## src/rtl/zx_ram_arb_pkg.sv

```systemverilog
// Shared types and constants for the ZX Spectrum main-RAM arbiter.
package zx_ram_arb_pkg;

    localparam int RAM_AW            = 16;
    localparam int RAM_DW            = 8;
    localparam int MAX_VIDEO_RUN_DEF = 4;

    // Who owns the RAM access travelling through the response pipeline.
    typedef enum logic [1:0] {
        OWN_NONE   = 2'd0,
        OWN_CPU_RD = 2'd1,
        OWN_CPU_WR = 2'd2,
        OWN_VID    = 2'd3
    } owner_e;

endpackage

```

## src/rtl/zx_ram_arbiter_if.sv

```systemverilog
// Client-side bus of the RAM arbiter: CPU req/ack port and video read stream.
//
// Handshakes:
//   CPU   - the CPU raises cpu_req with cpu_we/cpu_addr/cpu_wdata and holds them
//           stable until cpu_ack. cpu_ack is a one-cycle completion pulse; in that
//           cycle the CPU either drops cpu_req or keeps it up for a new access,
//           which is only looked at from the following cycle onward.
//   Video - vid_req/vid_addr form a request that is accepted in any cycle where
//           vid_gnt is high (same-cycle, combinational grant). Every accepted
//           read returns exactly one vid_valid pulse two cycles later, in grant
//           order. There is no backpressure on vid_valid.
interface zx_ram_arbiter_if;
    import zx_ram_arb_pkg::*;

    logic              cpu_req;
    logic              cpu_we;
    logic [RAM_AW-1:0] cpu_addr;
    logic [RAM_DW-1:0] cpu_wdata;
    logic              cpu_ack;
    logic [RAM_DW-1:0] cpu_rdata;

    logic              vid_req;
    logic [RAM_AW-1:0] vid_addr;
    logic              vid_gnt;
    logic              vid_valid;
    logic [RAM_DW-1:0] vid_data;

    // Clients (CPU glue and video fetcher) drive requests.
    modport master (
        output cpu_req, cpu_we, cpu_addr, cpu_wdata, vid_req, vid_addr,
        input  cpu_ack, cpu_rdata, vid_gnt, vid_valid, vid_data
    );

    // The arbiter answers them.
    modport slave (
        input  cpu_req, cpu_we, cpu_addr, cpu_wdata, vid_req, vid_addr,
        output cpu_ack, cpu_rdata, vid_gnt, vid_valid, vid_data
    );

endinterface

```

## src/rtl/zx_ram_resp_pipe.sv

```systemverilog
// Two-stage owner tag / data shift register that turns RAM read data into
// cpu_ack/cpu_rdata or vid_valid/vid_data two cycles after the grant.
module zx_ram_resp_pipe
    import zx_ram_arb_pkg::*;
(
    input  logic              clk,
    input  logic              reset,
    input  owner_e            owner_i,
    input  logic [RAM_DW-1:0] ram_dout_i,
    output logic              cpu_ack_o,
    output logic [RAM_DW-1:0] cpu_rdata_o,
    output logic              vid_valid_o,
    output logic [RAM_DW-1:0] vid_data_o
);

    owner_e            stage1_q;
    owner_e            stage2_q;
    logic [RAM_DW-1:0] data_q;
    logic [RAM_DW-1:0] cpu_rdata_q;

    // Shift tags one stage per cycle; RAM data is valid while stage 1 is occupied.
    // cpu_rdata_q only loads for CPU reads so it holds between acks.
    always_ff @(posedge clk) begin
        if (reset) begin
            stage1_q    <= OWN_NONE;
            stage2_q    <= OWN_NONE;
            data_q      <= '0;
            cpu_rdata_q <= '0;
        end else begin
            stage1_q <= owner_i;
            stage2_q <= stage1_q;
            data_q   <= ram_dout_i;
            if (stage1_q == OWN_CPU_RD) begin
                cpu_rdata_q <= ram_dout_i;
            end
        end
    end

    assign cpu_ack_o   = (stage2_q == OWN_CPU_RD) || (stage2_q == OWN_CPU_WR);
    assign cpu_rdata_o = cpu_rdata_q;
    assign vid_valid_o = (stage2_q == OWN_VID);
    assign vid_data_o  = data_q;

endmodule

```

## src/rtl/zx_ram_arbiter.sv

```systemverilog
// ZX Spectrum main-RAM arbiter: video has fixed priority, a run-length guard
// bounds how long a waiting CPU access can be held off.
module zx_ram_arbiter
    import zx_ram_arb_pkg::*;
#(
    parameter int MAX_VIDEO_RUN = MAX_VIDEO_RUN_DEF
) (
    input  logic              clk,
    input  logic              reset,
    zx_ram_arbiter_if.slave   bus,
    output logic              ram_we,
    output logic [RAM_AW-1:0] ram_addr,
    output logic [RAM_DW-1:0] ram_din,
    input  logic [RAM_DW-1:0] ram_dout
);

    localparam logic [3:0] RUN_MAX = 4'(MAX_VIDEO_RUN);

    logic   cpu_busy_q, cpu_busy_d;
    logic   [3:0] vid_run_q, vid_run_d;
    logic   cpu_ok;
    logic   vid_grant;
    logic   cpu_grant;
    owner_e owner;
    logic   pipe_cpu_ack;
    logic   pipe_vid_valid;

    // Issue decision: video wins unless it has used up its run while the CPU waits.
    always_comb begin
        cpu_ok    = bus.cpu_req & ~cpu_busy_q;
        vid_grant = bus.vid_req & (~cpu_ok | (vid_run_q < RUN_MAX));
        cpu_grant = cpu_ok & ~vid_grant;

        owner = OWN_NONE;
        if (vid_grant) begin
            owner = OWN_VID;
        end else if (cpu_grant) begin
            owner = bus.cpu_we ? OWN_CPU_WR : OWN_CPU_RD;
        end

        // busy spans grant+1 .. ack cycle, so a req held through ack is ignored
        cpu_busy_d = cpu_busy_q;
        if (cpu_grant) begin
            cpu_busy_d = 1'b1;
        end else if (pipe_cpu_ack) begin
            cpu_busy_d = 1'b0;
        end

        // run counts only video grants that actually made the CPU wait
        vid_run_d = vid_run_q;
        if (cpu_grant || !cpu_ok) begin
            vid_run_d = 4'd0;
        end else if (vid_grant && (vid_run_q < RUN_MAX)) begin
            vid_run_d = vid_run_q + 4'd1;
        end
    end

    // Arbitration state registers.
    always_ff @(posedge clk) begin
        if (reset) begin
            cpu_busy_q <= 1'b0;
            vid_run_q  <= 4'd0;
        end else begin
            cpu_busy_q <= cpu_busy_d;
            vid_run_q  <= vid_run_d;
        end
    end

    // RAM drive: the CPU address sits on the bus whenever video is not granted.
    assign ram_addr = vid_grant ? bus.vid_addr : bus.cpu_addr;
    assign ram_din  = bus.cpu_wdata;
    assign ram_we   = cpu_grant & bus.cpu_we & ~reset;

    zx_ram_resp_pipe u_resp_pipe (
        .clk         (clk),
        .reset       (reset),
        .owner_i     (owner),
        .ram_dout_i  (ram_dout),
        .cpu_ack_o   (pipe_cpu_ack),
        .cpu_rdata_o (bus.cpu_rdata),
        .vid_valid_o (pipe_vid_valid),
        .vid_data_o  (bus.vid_data)
    );

    // Responses already in the pipe are suppressed while reset is held.
    assign bus.cpu_ack   = pipe_cpu_ack & ~reset;
    assign bus.vid_valid = pipe_vid_valid & ~reset;
    assign bus.vid_gnt   = vid_grant & ~reset;

endmodule
```

## src/flat_wrapper.sv

```systemverilog
// flat-port wrapper written by rule: the top's interface ports become plain ports
module zx_ram_arbiter_flat import zx_ram_arb_pkg::*;
#(
    parameter int MAX_VIDEO_RUN = MAX_VIDEO_RUN_DEF
)
  (clk, reset, ram_we, ram_addr, ram_din, ram_dout, bus_cpu_req, bus_cpu_we, bus_cpu_addr, bus_cpu_wdata, bus_vid_req, bus_vid_addr, bus_cpu_ack, bus_cpu_rdata, bus_vid_gnt, bus_vid_valid, bus_vid_data);
  zx_ram_arbiter_if bus_i ();
  input  logic clk;
  input  logic reset;
  output logic ram_we;
  output logic [RAM_AW-1:0] ram_addr;
  output logic [RAM_DW-1:0] ram_din;
  input  logic [RAM_DW-1:0] ram_dout;
  input wire logic [$bits(bus_i.cpu_req)-1:0] bus_cpu_req;
  input wire logic [$bits(bus_i.cpu_we)-1:0] bus_cpu_we;
  input wire logic [$bits(bus_i.cpu_addr)-1:0] bus_cpu_addr;
  input wire logic [$bits(bus_i.cpu_wdata)-1:0] bus_cpu_wdata;
  input wire logic [$bits(bus_i.vid_req)-1:0] bus_vid_req;
  input wire logic [$bits(bus_i.vid_addr)-1:0] bus_vid_addr;
  output wire logic [$bits(bus_i.cpu_ack)-1:0] bus_cpu_ack;
  output wire logic [$bits(bus_i.cpu_rdata)-1:0] bus_cpu_rdata;
  output wire logic [$bits(bus_i.vid_gnt)-1:0] bus_vid_gnt;
  output wire logic [$bits(bus_i.vid_valid)-1:0] bus_vid_valid;
  output wire logic [$bits(bus_i.vid_data)-1:0] bus_vid_data;
  assign bus_i.cpu_req = bus_cpu_req;
  assign bus_i.cpu_we = bus_cpu_we;
  assign bus_i.cpu_addr = bus_cpu_addr;
  assign bus_i.cpu_wdata = bus_cpu_wdata;
  assign bus_i.vid_req = bus_vid_req;
  assign bus_i.vid_addr = bus_vid_addr;
  assign bus_cpu_ack = bus_i.cpu_ack;
  assign bus_cpu_rdata = bus_i.cpu_rdata;
  assign bus_vid_gnt = bus_i.vid_gnt;
  assign bus_vid_valid = bus_i.vid_valid;
  assign bus_vid_data = bus_i.vid_data;
  zx_ram_arbiter #(.MAX_VIDEO_RUN(MAX_VIDEO_RUN)) u_core (.clk(clk), .reset(reset), .bus(bus_i), .ram_we(ram_we), .ram_addr(ram_addr), .ram_din(ram_din), .ram_dout(ram_dout));
endmodule
```

## config.mk

```make
export PLATFORM = sky130hd
export DESIGN_NAME = zx_ram_arbiter_flat
export DESIGN_NICKNAME = d
export VERILOG_FILES = /design/src/rtl/zx_ram_arb_pkg.sv /design/src/rtl/zx_ram_arbiter_if.sv /design/src/rtl/zx_ram_resp_pipe.sv /design/src/rtl/zx_ram_arbiter.sv /design/src/flat_wrapper.sv
export SDC_FILE = /design/constraint.sdc
export NUM_CORES = 1
export LEC_CHECK = 0
export CORE_MARGIN = 1.5
export CORE_UTILIZATION = 31
export CTS_CLUSTER_DIAMETER = 80
export DETAILED_ROUTE_END_ITERATION = 7
export MAX_ROUTING_LAYER = met4
export PLACE_DENSITY = 0.79
export SKIP_LAST_GASP = 1
export SYNTH_ARGS = -nofsm -noshare
export SYNTH_HDL_FRONTEND = slang
export SYNTH_SLANG_ARGS = --single-unit
```

## constraint.sdc

```tcl
create_clock -name clk -period 1.7 [get_ports clk]
set_input_delay 0.17 -clock clk [delete_from_list [all_inputs] [get_ports clk]]
set_output_delay 0.17 -clock clk [all_outputs]
set_load 0.01 [all_outputs]
```

Word level (Yosys, flattened, before mapping)

Index checks and enable logic that the tools add are counted.

Bitwise operators: 13
Reductions and logical operators: 6
Add/sub/neg operators: 1
Equal/unequal tests: 4
Multiplexer cells: 6
Magnitude comparators: 1

Operator list:

| kind                                                                  | number |
|---|---|
| 16-bit two-way mux                                                    | 1 |
| 1-bit AND                                                             | 8 |
| 2-bit two-way mux                                                     | 3 |
| 4-bit by 1-bit adder with 4-bit output (second input constant)        | 1 |
| 2-bit by 1-bit == test with 1-bit output (second input constant)      | 2 |
| 2-bit == test (second input constant)                                 | 2 |
| 4-bit by 3-bit < comparator with 1-bit output (second input constant) | 1 |
| 1-bit NOT                                                             | 4 |
| 1-bit logical OR                                                      | 2 |
| 1-bit two-way mux                                                     | 2 |
| 2-bit nonzero test                                                    | 1 |
| 2-bit OR reduction                                                    | 1 |
| 1-bit logical AND                                                     | 1 |
| 1-bit zero test                                                       | 1 |
| 1-bit OR                                                              | 1 |

Register bits after elaboration: 25
Word-level logic and storage cells: 37
Output and inout port bits: 44
Input port bits: 53

Depth between registers and ports, before layout

Gate-level depths: netlist (run 1).

Depth after elaboration: 9
Mapped depth: 4
Depth with buffers taken out: 3

Hierarchy

Synthesis (run 1) repeated with hierarchy kept, for this count alone.

Cells, all modules: 103
Area, all modules: 1217.4 µm²

By module, submodules not included:

| module           | instances | area an instance (µm²) | cells an instance | seq. area each (µm²) |
|---|---|---|---|---|
| zx_ram_resp_pipe | 1         | 694.4                  | 53                | 400.4 |
| zx_ram_arbiter   | 1         | 523.0                  | 50                | 100.1 |

Worst setup path after synthesis (run 1)

No wires, ideal clock.

Kind: register to output
Start point: reg u_core.cpu_busy_q
End point: out ram_addr[0]
Data required time: 1.530 ns
Setup slack: 0.303 ns
Path buffers: 1
Stages on the path, launching flop included: 5
Arrival time: 1.227 ns
Cell sequence: dfxtp_1 nand2b_4 o21ai_4 buf_8 mux2_2

Longest elaborated chain between the ends: 6

RTL lines:

| item                   | RTL line             | RTL |
|---|---|---|
| start, declared        | zx_ram_arbiter.sv:19 | `logic cpu_busy_q, cpu_busy_d;` |
| start signal, assigned | zx_ram_arbiter.sv:64 | `cpu_busy_q <= cpu_busy_d;` |
| 1-bit NOT              | zx_ram_arbiter.sv:30 | `cpu_ok = bus.cpu_req & ~cpu_busy_q;` |
| 1-bit AND              | zx_ram_arbiter.sv:30 |  |
| 1-bit NOT              | zx_ram_arbiter.sv:31 | `vid_grant = bus.vid_req & (~cpu_ok \| (vid_run_q < RUN_MAX));` |
| 1-bit OR               | zx_ram_arbiter.sv:31 |  |
| 1-bit AND              | zx_ram_arbiter.sv:31 |  |
| 16-bit two-way mux     | zx_ram_arbiter.sv:70 | `assign ram_addr = vid_grant ? bus.vid_addr : bus.cpu_addr;` |
| end, declared          | flat_wrapper.sv:11   | `output logic [RAM_AW-1:0] ram_addr;` |

No other way between the ends.

Worst setup path after layout (run 1)

Start point: reg u_core.cpu_busy_q
End point: out ram_addr[7]

The elaborated chain is that of the path after synthesis.

==> reports/results.ini, run 1 <==
[die]
die_y_um=63.1
start_util_pct=33.0
core_um2=3390
dieArea_um2=3980
ios=97
dieWidth_um=63.1
floorplan.rows=21

[final_layout]
syn_to_final_growth_pct=86.6
final_area_um2=2090
diodes=0
utilization_pct=61.6
nets=238
drive_above_1_share_pct=29.1
layoutNonFillerInstCount=228

[worst_setup_path]
worst-path-buf-inv=2
worstSetupStartpointType=flop
r2r_cells=4
rrSetupSlack_ps=430
cp_top_family=flip-flops
r2r_end=u_core.vid_run_q[2]$_SDFFE_PP0P_
end_kind=primary output
critical-path-slowest-cell=dfxtp_2
path_class=reg -> out
worstPathCellList=nand2b_4 > o21ai_4 > clkbuf_16 > mux2_4 > buf_6
required_ps=1530
r2r-start=u_core.vid_run_q[2]$_SDFFE_PP0P_
slowest_delay_ps=340
worstPathArrival_ps=1700
cp_max_fo=8

[global_routing]
grt_usage_pct=13.8
antenna_found_initial=0
busiest_layer=met2
grt_pass1_wl_um=4290
grt_pass1_vias=963
met2_usage_pct=27.5
met1_usage_pct=13.5
met3_usage_pct=3.04
grt_max_degree=18
grt-ovfl-total=0

[yosys]
syn_area_per_cell_um2=11.0
synthTopCellsByCount=25 x dfxtp_1, 16 x mux2_2, 12 x nor2b_1
synthFlopType=dfxtp_1
yosysWarnings=0
yosysTopAreaCell=dfxtp_1
ys_ff_latch=25
synth-compound-area-share_pct=3.02
yosys.area_share.simple_pct=18.3
synth-async-reset-ratio_pct=0
yosys.area_share.adder_pct=2.23
yosysUniqueCellTypes=23
netlist_instances=102
yosysMostFrequentCell=dfxtp_1
synthTopCellsByArea=dfxtp_1 45%, mux2_2 16%, mux2i_1 7.2%
yosys.area_share.xor_xnor_pct=0
synth_top_family_by_area=multiplexers
synth.area.mux_share_pct=23.2
syn_area_um2=1120
synth-edff-count=0
syn_nets=157
netlist.area_leader.share_pct=44.7
ys_seq_area_share_pct=44.7

[cts]
post_cts_buffers=0
clock-sinks=25
cts_buffer_depth=2
insertion_delay_ps=310
cts_tree=built
cts-buffers-inserted=3
hold_buffers=0
clk_pin_slew_worst_paths_ps=130
cts_root_buffer=clkbuf_4
ctsHtreeMaxLevel=1

[route]
ant_nets=0
vias_per_cell=4.38
first_iter_violations=13
drc=0
num_vias=999
routedWlPerCell_um=12.8
drt_first_pass_iters=2
routed_wirelength_um=2930

[min_path]
min_path_cells=0
hold_end=ram_din[2]
min_path_type=in -> out
min_from=bus_cpu_wdata[2]

[timing]
finalHoldViolCount=0
slew_headroom_pct=66.0
rsz0062_at_grt=yes
finalSetupViolations=17
finalCritPeriodShare_pct=110
fmax_mhz=534
finalWorstSetupSlack_ps=-172
worst_pin_slew_ps=510
period_minus_slack_ps=1870
skew_ps=5.48
slew_viol_final=0

[power_and_ir_drop]
ir_worst_vdd_mv=0.284
pwr-share-seq_pct=47.5
power_switching_w=0.000316
comb_power_share_pct=33.5
p_clk_share_pct=19.0
p_per_area_nw_per_um2=634
power.internal_w=0.00101
p_leak_nw=0.941
swShare_pct=23.9

[outcome]
violations=setup timing
outcome=finished with violations

[place]
io_buffers=80
placed_area_um2=1950
post-dp-hpwl_um=2370
dp_cells=222
place.gp.congestion=0.699

[job]
maxCapViolCount=0

[worst max path at each step]
stage	start	end	slack, ps	depth (start not counted)
global route	u_core.cpu_busy_q$_SDFFE_PP0P_	ram_addr[3]	-250	5
detailed placement	bus_cpu_req	ram_addr[13]	-360	6
CTS	u_core.cpu_busy_q$_SDFFE_PP0P_	ram_addr[15]	-230	5
global placement	bus_cpu_req	ram_addr[13]	-360	6
floorplan	u_core.cpu_busy_q$_SDFFE_PP0P_	ram_addr[0]	300	4
finish	u_core.cpu_busy_q$_SDFFE_PP0P_	ram_addr[7]	-170	5
[power by group through the flow]
stage                     registers [W]  logic, W  clock network, W
final                          0.000630  0.000444          0.000251
after floorplan                0.000651  0.000162                 0
after detailed placement       0.000643  0.000399                 0
after CTS                      0.000630  0.000373          0.000256
after global routing           0.000633  0.000474          0.000288
after global placement         0.000641  0.000394                 0
[through the flow]
stage | setup WS [ps] | TNS [ps] | power (W) | hold WS, ps
2_1_floorplan | 303 | 0 | 0.000814 | 298
3_3_place_gp | -361 | -5950 | 0.00103 | 340
3_5_place_dp | -365 | -5980 | 0.00104 | 340
4_1_cts | -227 | -3410 | 0.00126 | 340
5_1_grt | -248 | -3630 | 0.00139 | 340
6_report | -172 | -2380 | 0.00133 | 340
[cell families after synthesis]
logic type | Yosys count
compound gates | 4
simple gates | 33
other cells | 1
fa+ha+maj | 2
buf+inv | 13
mux | 24
flops | 25
[placed cells by master, fill, tap and decap left out, types with 3 or more instances in the layout]
cell / count
mux2_4: 15
nor2b_1: 12
mux2i_1: 8
nor2_1: 9
clkbuf_4: 3
buf_6: 15
clkdlybuf4s50_1: 60
dfxtp_1: 24
clkbuf_2: 3
buf_4: 6
[timing repair]
| action | 4_1_cts | 5_1_grt |
|---|---|---|
| setup endpoints to repair | 19 | 18 |
| pin swaps | 0 | 1 |
| cloned | 0 | 2 |
| gates resized for setup | 21 | 83 |
| endpoints found under the hold margin | 0 | 0 |
[state kept, by name (all words and copies together) (netlist names)]
register                        flops
u_core.cpu_busy_q                   1
u_core.u_resp_pipe.cpu_rdata_o      8
u_core.u_resp_pipe.stage1_q         2
u_core.u_resp_pipe.stage2_q         2
u_core.u_resp_pipe.vid_data_o       8
u_core.vid_run_q                    4
[layout make-up]
type,count,area [µm²]
Multi-Input combinational cell,64,587
Sequential cell,25,502
Tap cell,46,57.6
Timing Repair Buffer,89,917
Fill cell,272,1300
Clock buffer,4,26.3
[layer usage]
metal / vias to the layer above / routed length (µm)
li1: 488 / -
met1: 439 / 1060
met2: 70 / 1550
met3: 2 / 293
met4: 0 / 17
met5: - / 0
No activity file was read; power rests on OpenSTA's default activity.
==> run 2, diff against run 1 <==
--- a/config.mk
+++ b/config.mk
@@ -7,7 +7,6 @@
 export LEC_CHECK = 0
 export CORE_MARGIN = 1.5
 export CORE_UTILIZATION = 31
-export CTS_CLUSTER_DIAMETER = 80
 export DETAILED_ROUTE_END_ITERATION = 7
 export MAX_ROUTING_LAYER = met4
 export PLACE_DENSITY = 0.79
==> results of run 2 <==
Same layout as run 1: the final DEF is identical, and so are final timing and power.
